<file path="config.mk">
export PLATFORM = sky130hd
export DESIGN_NAME = dmem_port_ctrl
export DESIGN_NICKNAME = d
export VERILOG_FILES = /design/src/rtl/dmem_ctrl_pkg.sv /design/src/rtl/dmem_lane_align.sv /design/src/rtl/dmem_port_ctrl.sv
export SDC_FILE = /design/constraint.sdc
export NUM_CORES = 1
export LEC_CHECK = 0
export CAP_MARGIN = 20
export CORE_UTILIZATION = 44
export DETAILED_ROUTE_END_ITERATION = 16
export PLACE_DENSITY = 0.82
export SYNTH_ARGS = -nofsm -noshare
export SYNTH_HDL_FRONTEND = slang
export SYNTH_SLANG_ARGS = --single-unit
</file>
<file path="constraint.sdc">
create_clock -name clk_in -period 5.9 [get_ports clk_in]
set_clock_uncertainty 0.15 [all_clocks]
set_input_delay 1.18 -clock clk_in [delete_from_list [all_inputs] [get_ports clk_in]]
set_output_delay 1.18 -clock clk_in [all_outputs]
set_load 0.01 [all_outputs]
</file>
<file path="src/rtl/dmem_ctrl_pkg.sv">
// Shared types for the data-memory port controller: FSM states, access size codes
// and the address window check.
package dmem_ctrl_pkg;

    typedef enum logic [1:0] {
        IDLE  = 2'd0,
        ISSUE = 2'd1,
        WAIT  = 2'd2,
        DONE  = 2'd3
    } state_t;

    localparam logic [1:0] SZ_B   = 2'b00;
    localparam logic [1:0] SZ_H   = 2'b01;
    localparam logic [1:0] SZ_W   = 2'b10;
    localparam logic [1:0] SZ_RSV = 2'b11;

    // Modulo-2^32 subtraction makes addresses below the base wrap to huge offsets.
    function automatic logic addr_in_range(input logic [31:0] addr,
                                           input logic [31:0] base,
                                           input logic [31:0] depth_words);
        logic [31:0] off;
        off = addr - base;
        return (off >> 2) < depth_words;
    endfunction

endpackage

</file>
<file path="src/rtl/dmem_lane_align.sv">
// Byte-lane steering: store replication / byte enables and load lane extraction with extension.
// Purely combinational, zero latency, no backpressure.
module dmem_lane_align
    import dmem_ctrl_pkg::*;
(
    input  logic [1:0]  size,
    input  logic [1:0]  lo,
    input  logic        sign,
    input  logic [31:0] st_data,
    input  logic [31:0] ld_word,
    output logic [3:0]  be,
    output logic [31:0] st_lanes,
    output logic [31:0] ld_data
);

    logic [15:0] sh;

    always_comb begin
        be       = 4'b0000;
        st_lanes = st_data;
        ld_data  = 32'h0;
        // lo is already aligned for halves/words, so one shift serves every size
        sh       = 16'(ld_word >> {lo, 3'b000});
        case (size)
            SZ_B: begin
                be       = 4'b0001 << lo;
                st_lanes = {4{st_data[7:0]}};
                ld_data  = {{24{sign & sh[7]}}, sh[7:0]};
            end
            SZ_H: begin
                be       = 4'b0011 << {lo[1], 1'b0};
                st_lanes = {2{st_data[15:0]}};
                ld_data  = {{16{sign & sh[15]}}, sh[15:0]};
            end
            SZ_W: begin
                be       = 4'b1111;
                st_lanes = st_data;
                ld_data  = ld_word;
            end
            default: ;
        endcase
    end

endmodule

</file>
<file path="src/rtl/dmem_port_ctrl.sv">
// Core-to-DMEM port controller; store 2 stall cycles, load 1+RD_LAT, fault 1; stalls core via cpu_stall.
// Optional DMEM_MISALIGN_TRAP_EN turns misaligned half/word accesses into faults instead of force-aligning.
module dmem_port_ctrl
    import dmem_ctrl_pkg::*;
#(
    parameter logic [31:0] BASE_ADDR   = 32'h10010000,
    parameter int          DEPTH_WORDS = 1024,
    parameter int          RD_LAT      = 1
) (
    input  logic                           clk_in,
    input  logic                           reset,
    input  logic                           cpu_req,
    input  logic                           cpu_we,
    input  logic [1:0]                     cpu_size,
    input  logic                           cpu_sign,
    input  logic [31:0]                    cpu_addr,
    input  logic [31:0]                    cpu_wdata,
    output logic [31:0]                    cpu_rdata,
    output logic                           cpu_stall,
    output logic                           cpu_fault,
    output logic                           mem_en,
    output logic                           mem_we,
    output logic [3:0]                     mem_be,
    output logic [$clog2(DEPTH_WORDS)-1:0] mem_addr,
    output logic [31:0]                    mem_wdata,
    input  logic [31:0]                    mem_rdata
);

    localparam int AW = $clog2(DEPTH_WORDS);
    localparam logic [1:0] WAIT_LAST = 2'(RD_LAT - 2);

    state_t      state;
    logic [1:0]  cnt;
    logic        req_we;
    logic [1:0]  req_size;
    logic [1:0]  req_lo;
    logic        req_sign;

    logic [AW-1:0] word_idx;
    logic [1:0]    eff_lo;
    logic          misalign;
    logic          req_fault;
    logic [1:0]    al_size;
    logic [1:0]    al_lo;
    logic          al_sign;
    logic [3:0]    al_be;
    logic [31:0]   al_st;
    logic [31:0]   al_ld;

    assign cpu_stall = cpu_req && (state != DONE);
    assign word_idx  = AW'((cpu_addr - BASE_ADDR) >> 2);

`ifdef DMEM_MISALIGN_TRAP_EN
    assign misalign = ((cpu_size == SZ_H) && cpu_addr[0]) ||
                      ((cpu_size == SZ_W) && (cpu_addr[1:0] != 2'b00));
    assign eff_lo   = cpu_addr[1:0];
`else
    assign misalign = 1'b0;
    always_comb begin
        case (cpu_size)
            SZ_H:    eff_lo = {cpu_addr[1], 1'b0};
            SZ_W:    eff_lo = 2'b00;
            default: eff_lo = cpu_addr[1:0];
        endcase
    end
`endif

    assign req_fault = !addr_in_range(cpu_addr, BASE_ADDR, 32'(DEPTH_WORDS)) ||
                       (cpu_size == SZ_RSV) || misalign;

    // Live inputs steer lanes when issuing; the latched copy serves the load return.
    assign al_size = (state == IDLE) ? cpu_size : req_size;
    assign al_lo   = (state == IDLE) ? eff_lo   : req_lo;
    assign al_sign = (state == IDLE) ? cpu_sign : req_sign;

    dmem_lane_align u_lane (
        .size     (al_size),
        .lo       (al_lo),
        .sign     (al_sign),
        .st_data  (cpu_wdata),
        .ld_word  (mem_rdata),
        .be       (al_be),
        .st_lanes (al_st),
        .ld_data  (al_ld)
    );

    always_ff @(posedge clk_in) begin
        if (reset) begin
            state     <= IDLE;
            cnt       <= 2'd0;
            req_we    <= 1'b0;
            req_size  <= SZ_B;
            req_lo    <= 2'b00;
            req_sign  <= 1'b0;
            mem_en    <= 1'b0;
            mem_we    <= 1'b0;
            mem_be    <= 4'b0000;
            mem_addr  <= '0;
            mem_wdata <= 32'h0;
            cpu_rdata <= 32'h0;
            cpu_fault <= 1'b0;
        end else begin
            // Memory strobes live for exactly the ISSUE cycle.
            mem_en    <= 1'b0;
            mem_we    <= 1'b0;
            mem_be    <= 4'b0000;
            mem_addr  <= '0;
            mem_wdata <= 32'h0;
            case (state)
                IDLE: begin
                    if (cpu_req) begin
                        req_we   <= cpu_we;
                        req_size <= cpu_size;
                        req_lo   <= eff_lo;
                        req_sign <= cpu_sign;
                        if (req_fault) begin
                            state     <= DONE;
                            cpu_fault <= 1'b1;
                            cpu_rdata <= 32'h0;
                        end else begin
                            state     <= ISSUE;
                            mem_en    <= 1'b1;
                            mem_we    <= cpu_we;
                            mem_be    <= al_be;
                            mem_addr  <= word_idx;
                            mem_wdata <= al_st;
                        end
                    end
                end
                ISSUE: begin
                    if (req_we) begin
                        state <= DONE;
                    end else if (RD_LAT > 1) begin
                        state <= WAIT;
                        cnt   <= 2'd0;
                    end else begin
                        state     <= DONE;
                        cpu_rdata <= al_ld;
                    end
                end
                WAIT: begin
                    if (cnt == WAIT_LAST) begin
                        state     <= DONE;
                        cpu_rdata <= al_ld;
                    end else begin
                        cnt <= cnt + 2'd1;
                    end
                end
                DONE: begin
                    state     <= IDLE;
                    cpu_fault <= 1'b0;
                end
                default: state <= IDLE;
            endcase
        end
    end

endmodule

</file>
==> flow_metrics.py, run 1 <==
metrics = {
    "global_routing": {
        "grt_max_degree": 26,
        "grt_pass1_wl_mm": 17.1,
        "grt-ovfl-total": 0,
        "grt_pass1_vias": 3492,
        "antenna_found_initial": 0,
        "grt_use_total_pct": 24.1,
    },
    "timing": {
        "worst_pin_slew_ps": 1050,
        "hold_viol_final": 0,
        "fmax_ghz": 0.232,
        "post-route-min-period_ps": 4320,
        "drv_slew": 0,
        "post-route-period-util_pct": 73.2,
        "setup_violations": 0,
        "grt_setup_unrepaired": "no",
        "setup_tns_ps": 0,
        "relSlewSlack_pct": 28.5,
    },
    "synthesis": {
        "synthSimpleGateAreaFrac_pct": 17.9,
        "synth_nets": 515,
        "yosys.area_share.adder_pct": 2.89,
        "yosysTopAreaCellShare_pct": 46.7,
        "postSynthCellCount": 403,
        "yosysMostFrequentCell": "dfxtp_1",
        "ys_seq_elements": 91,
        "synth_top_family_by_area": "compound AO/OA/AOI/OAI gates",
        "synthArstFlopShare_pct": 0,
        "synth_commonest_cells": "dfxtp_1 (91), nand2_1 (48), a21oi_1 (33)",
        "yosysWarnings": 0,
        "synth_top_cell_by_area": "dfxtp_1",
        "synth.avg_cell_area_um2": 9.68,
        "synth-edff-count": 0,
        "synthMuxAreaShare_pct": 7.48,
        "synth.area.top_cells": "dfxtp_1 (47%), mux2i_1 (5.4%), a221o_1 (4.6%)",
        "synth_seq_area_share_pct": 46.7,
        "synth_compound_area_share_pct": 20.5,
        "synthFlopType": "dfxtp_1",
        "synth_xor_area_share_pct": 0.225,
        "yosysUniqueCellTypes": 51,
        "syn-cell-area_mm2": 0.00390,
    },
    "clocking": {
        "numCtsBuffers": 9,
        "clk-insertion-delay-late_ps": 350,
        "ctsHoldBuffers": 0,
        "clk_path_buf_depth": 2,
        "clock-sinks": 91,
        "post-cts-setup-buffer-count": 0,
        "clk_pin_slew_ps": 80,
        "cts_resized": 0,
        "tritoncts": "done",
        "htree_levels": 3,
        "cts_root_buffer": "clkbuf_8",
    },
    "power": {
        "power_frac_comb_pct": 42.1,
        "power_frac_clock_pct": 20.4,
        "p_per_area_mw_per_mm2": 324,
        "p_seq_share_pct": 37.5,
        "p_leak_nw": 2.28,
        "swShare_pct": 36.8,
        "internal_power_mw": 1.22,
        "ir_drop_v": 0.000205,
        "p_sw_mw": 0.710,
        "p_total_mw": 1.93,
    },
    "route": {
        "drt_first_pass_iters": 7,
        "wire_per_inst_um": 16.5,
        "drc": 0,
        "drt_iter0_markers": 218,
        "ant_nets": 0,
        "via_per_inst": 5.38,
        "finalWirelength_mm": 11.4,
        "num_vias": 3715,
    },
    "final_layout": {
        "post-route-util_pct": 71.1,
        "stdcell_count": 690,
        "syn_to_final_growth_pct": 52.8,
        "drive_above_1_share_pct": 6.84,
        "multi_input_area_mm2": 0.00192,
        "n_fill_cell": 650,
        "diodes": 0,
        "seqCellArea_mm2": 0.00182,
        "layout.nets": 692,
    },
    "floorplanning": {
        "num_rows": 33,
        "start_util_pct": 46.5,
        "coreArea_mm2": 0.00838,
        "dieWidth_um": 96.1,
        "dieHeight_um": 96.1,
        "dieArea_mm2": 0.00924,
        "top_level_ports": 185,
    },
    "worst_hold_path": {
        "hold_path_class": "reg -> reg",
    },
    "placed_design": {
        "dp_hpwl_mm": 8.64,
        "place_inst": 674,
        "gp_congestion": 0.871,
        "io_buffers": 184,
    },
    "setup_path": {
        "worstSetupPathType": "in -> reg",
        "cp-start-kind": "input pin",
        "arrival_ps": 4460,
        "worstSetupEndpointType": "register",
        "required_ps": 6040,
        "critical_path.max_fanout": 16,
    },
    "run": {
        "cap_violations": 0,
    },
    "status": {
        "status": "complete, no violations",
    },
}
==> through the flow <==
stage / setup slack (ps) / hold WS (ps) / instance area, um^2
2_1_floorplan: 2660 / 286 / 3900
5_1_grt: 1420 / 327 / 5960
4_1_cts: 1590 / 309 / 5960
3_5_place_dp: 1290 / 295 / 5780
3_3_place_gp: 1460 / 292 / 5760
6_report: 1580 / 307 / 5960
==> power groups by stage <==
stage | combinational (mW) | sequential (mW) | clock (mW)
6_report | 0.814 | 0.724 | 0.394
5_1_grt | 0.876 | 0.734 | 0.433
4_1_cts | 0.808 | 0.725 | 0.399
3_5_place_dp | 0.803 | 0.739 | 0
3_3_place_gp | 0.779 | 0.736 | 0
2_1_floorplan | 0.490 | 0.755 | 0
==> sequential cells by signal, summed over array words and instances (netlist names), 2 cells and up <==
register   flops
cpu_rdata     32
state          2
req_lo         2
mem_wdata     32
cnt            2
mem_be         4
mem_addr      10
req_size       2
==> kinds of logic (layout without fill, tap and decap cells) <==
kind of cell,count (synthesis),after routing
compound gates,105,105
xor+xnor,1,1
fa+ha+maj,9,9
buf+inv,29,211
flops,91,91
mux,26,26
simple gates,142,142
==> cell type report <==
cell class,count,share of cell area [%]
clock buffers,9,2.08
inverters,7,0.462
flip-flops and latches,91,30.6
repair buffers,188,31.5
multi-input cells,283,32.1
well taps,105,2.20
clock inverters,7,1.01
==> critical path: stages <==
cell and delay [ps]:
clkdlybuf4s50_1 580, inv_1 90, ha_1 340, and3_1 200
nor2_1 720, mux2i_1 170, o31a_1 310, a211oi_4 640
a221o_1 220
==> metal layers <==
metal | GRT usage [%] | share of wire, % | wire length, um | up-vias
met1 | 29.5 | 41 | 4610 | 1729
met2 | 41.7 | 51 | 5770 | 166
li1 | - | - | - | 1801
met4 | 8.83 | 1.7 | 189 | 0
met3 | 4.90 | 7.0 | 797 | 19
met5 | 0 | 0 | 0 | -
==> final timing paths <==
check | start | depth (start not counted) | slack (ps) | endpoint
max | cpu_size[1] | 9 | 1580 | cpu_rdata[22]
min | cpu_rdata[10] | 2 | 310 | cpu_rdata[10]
max reg2reg | state[1] | 8 | 2210 | cpu_rdata[22]
min reg2reg | cpu_rdata[10] | 2 | 310 | cpu_rdata[10]
==> placed cells by master (no fill, tap or decap), types with 4 or more instances in the layout <==
| cell type | count |
|---|---|
| inv_1 | 6 |
| nor2b_1 | 10 |
| nor3_1 | 4 |
| a211oi_2 | 5 |
| mux2i_1 | 20 |
| and2_1 | 21 |
| a211oi_1 | 5 |
| nand2_1 | 48 |
| a22oi_1 | 6 |
| clkdlybuf4s50_1 | 184 |
| a222oi_1 | 7 |
| o21ai_1 | 7 |
| o21ai_0 | 11 |
| dfxtp_1 | 91 |
| nand3_1 | 8 |
| a221o_1 | 18 |
| a21oi_1 | 33 |
| nor2_1 | 31 |
| clkbuf_8 | 9 |
| ha_1 | 9 |
Power figures use the tool's default switching activity.
==> run 2: changes to the inputs <==
CORE_UTILIZATION = 41   (was 44)
PLACE_DENSITY = 0.77   (was 0.82)
clock period = 4.2 ns   (was 5.9 ns; I/O delays follow)
==> run 2 against run 1 <==
Compared with the run above:
- utilization shrank 5.8 points
- die area up 7.2%
- count of clock-buffer cells in the layout unchanged
- register-to-register slack worse by 1400 ps
- clock power is 47% higher
- critical endpoint is now cpu_rdata[19]
- highest routed layer unchanged
==> flow_metrics.py, run 2 (synthesized netlist as in run 1, its figures left out) <==
metrics = {
    "power": {
        "p_leak_nw": 2.31,
        "internal_power_mw": 1.74,
        "p_per_area_mw_per_mm2": 455,
        "p_sw_mw": 1.01,
        "power_frac_clock_pct": 21.1,
        "power_frac_comb_pct": 41.7,
        "swShare_pct": 36.7,
        "p_total_mw": 2.75,
        "p_seq_share_pct": 37.2,
        "ir_drop_v": 0.000206,
    },
    "clocking": {
        "htree_levels": 3,
        "tritoncts": "done",
        "cts_resized": 0,
        "cts_root_buffer": "clkbuf_8",
        "post-cts-setup-buffer-count": 0,
        "numCtsBuffers": 9,
        "ctsHoldBuffers": 0,
        "clk_pin_slew_ps": 100,
        "clk-insertion-delay-late_ps": 350,
        "clk_path_buf_depth": 2,
        "clock-sinks": 91,
    },
    "placed_design": {
        "dp_worst_setup_slack_ps": 271,
        "dp_hpwl_mm": 8.72,
        "gp_congestion": 0.870,
        "place_inst": 703,
        "io_buffers": 184,
    },
    "route": {
        "via_per_inst": 5.20,
        "wire_per_inst_um": 15.8,
        "ant_nets": 0,
        "num_vias": 3742,
        "drc": 0,
        "drt_first_pass_iters": 5,
        "finalWirelength_mm": 11.4,
        "drt_iter0_markers": 120,
    },
    "timing": {
        "setup_violations": 0,
        "hold_viol_final": 0,
        "post-route-min-period_ps": 3610,
        "worst_pin_slew_ps": 882,
        "fmax_ghz": 0.277,
        "post-route-period-util_pct": 86.1,
        "grt_setup_unrepaired": "no",
        "relSlewSlack_pct": 41.2,
        "fin_ws_ps": 585,
        "drv_slew": 0,
        "setup_tns_ps": 0,
    },
    "final_layout": {
        "layout_commonest_cell": "clkdlybuf4s50_1",
        "stdcell_count": 719,
        "n_fill_cell": 771,
        "mostFrequentLayoutCells": "clkdlybuf4s50_1 (184), dfxtp_1 (91), nand2_1 (48)",
        "post-route-util_pct": 65.3,
        "diodes": 0,
        "reg_top3": "cpu_rdata (32), mem_wdata (32), mem_addr (10)",
        "syn_to_final_growth_pct": 54.8,
        "layout.nets": 697,
        "drive_above_1_share_pct": 7.63,
    },
    "global_routing": {
        "grt_max_degree": 33,
        "grt_pass1_vias": 3640,
        "antenna_found_initial": 0,
        "grt_pass1_wl_mm": 17.7,
        "grt_use_total_pct": 22.6,
        "grt-ovfl-total": 0,
    },
    "worst_hold_path": {
        "min_to": "cpu_rdata[14]",
        "hold_depth": 2,
        "holdCritStartpoint": "cpu_rdata[14]",
        "hold_path_class": "reg -> reg",
    },
    "floorplanning": {
        "dieWidth_um": 99.5,
        "start_util_pct": 42.2,
        "coreArea_mm2": 0.00924,
        "top_level_ports": 185,
        "dieHeight_um": 99.5,
        "num_rows": 35,
        "dieArea_mm2": 0.00991,
    },
    "setup_path": {
        "ff2ff_setup_slack_ps": 850,
        "cp-start-kind": "input pin",
        "required_ps": 4350,
        "worstSetupEndpointType": "register",
        "rr_worst_depth": 7,
        "arrival_ps": 3760,
        "critical_path.max_fanout": 16,
        "worstSetupPathType": "in -> reg",
        "r2r_end": "cpu_rdata[19]",
        "rr_startpoint": "state[0]",
    },
    "run": {
        "cap_violations": 0,
    },
    "status": {
        "status": "complete, no violations",
    },
}
[run 2: cell types whose count changed in the layout (fill, tap and decap cells not counted)]
cell / before / now
clkinv_2: 3 / 2
clkinvlp_4: 1 / 0
buf_4: 3 / 9
buf_8: 1 / 0
clkinv_4: 0 / 1
inv_8: 0 / 2
mux2i_4: 0 / 1
inv_6: 3 / 2
mux2i_2: 2 / 1
[run 2: metal layers]
metal | wire length (um) | vias to the layer above | track usage [%]
li1 | - | 1821 | -
met2 | 5680 | 156 | 39.4
met5 | 0 | - | 0
met1 | 4850 | 1744 | 27.5
met4 | 256 | 0 | 8.94
met3 | 587 | 21 | 4.29
[run 2: worst max-delay path by stage]
| stage | from | end | cells past startpoint |
|---|---|---|---|
| after CTS | cpu_size[1] | cpu_rdata[19] | 8 |
| final | cpu_size[1] | cpu_rdata[19] | 8 |
| after global routing | cpu_size[1] | cpu_rdata[20] | 8 |
| after floorplan | cpu_size[1] | cpu_rdata[0] | 8 |
| after detailed placement | cpu_size[1] | cpu_rdata[19] | 8 |
| after global placement | cpu_size[1] | cpu_rdata[16] | 8 |
[run 2: through the flow]
stage	hold slack [ps]	instance area, um^2
5_1_grt	335	6040
3_5_place_dp	292	5840
4_1_cts	306	6040
6_report	302	6040
3_3_place_gp	292	5840
2_1_floorplan	286	3900
[run 2: layout make-up]
class                   instances  area, um^2  share of cell area (%)
clock buffers                   9         124                    2.05
multi-input cells             283        1920                    31.9
clock inverters                 7        70.1                    1.16
inverters                       7        27.5                   0.456
flip-flops and latches         91        1820                    30.2
well taps                     129         161                    2.67
repair buffers                193        1910                    31.6
[run 2: power groups by stage]
stage / sequential, mW / clock, mW / combinational, mW
3_3_place_gp: 1.04 / 0 / 1.12
5_1_grt: 1.03 / 0.630 / 1.25
2_1_floorplan: 1.06 / 0 / 0.688
6_report: 1.02 / 0.579 / 1.15
4_1_cts: 1.02 / 0.593 / 1.15
3_5_place_dp: 1.04 / 0 / 1.15
[run 2: worst max-delay path: stages]
cell and delay (ps):
clkdlybuf4s50_1 620, inv_1 110, ha_1 350, o211ai_1 270, nand2_1 290, o31a_1 400, a211oi_4 650, a221o_1 220
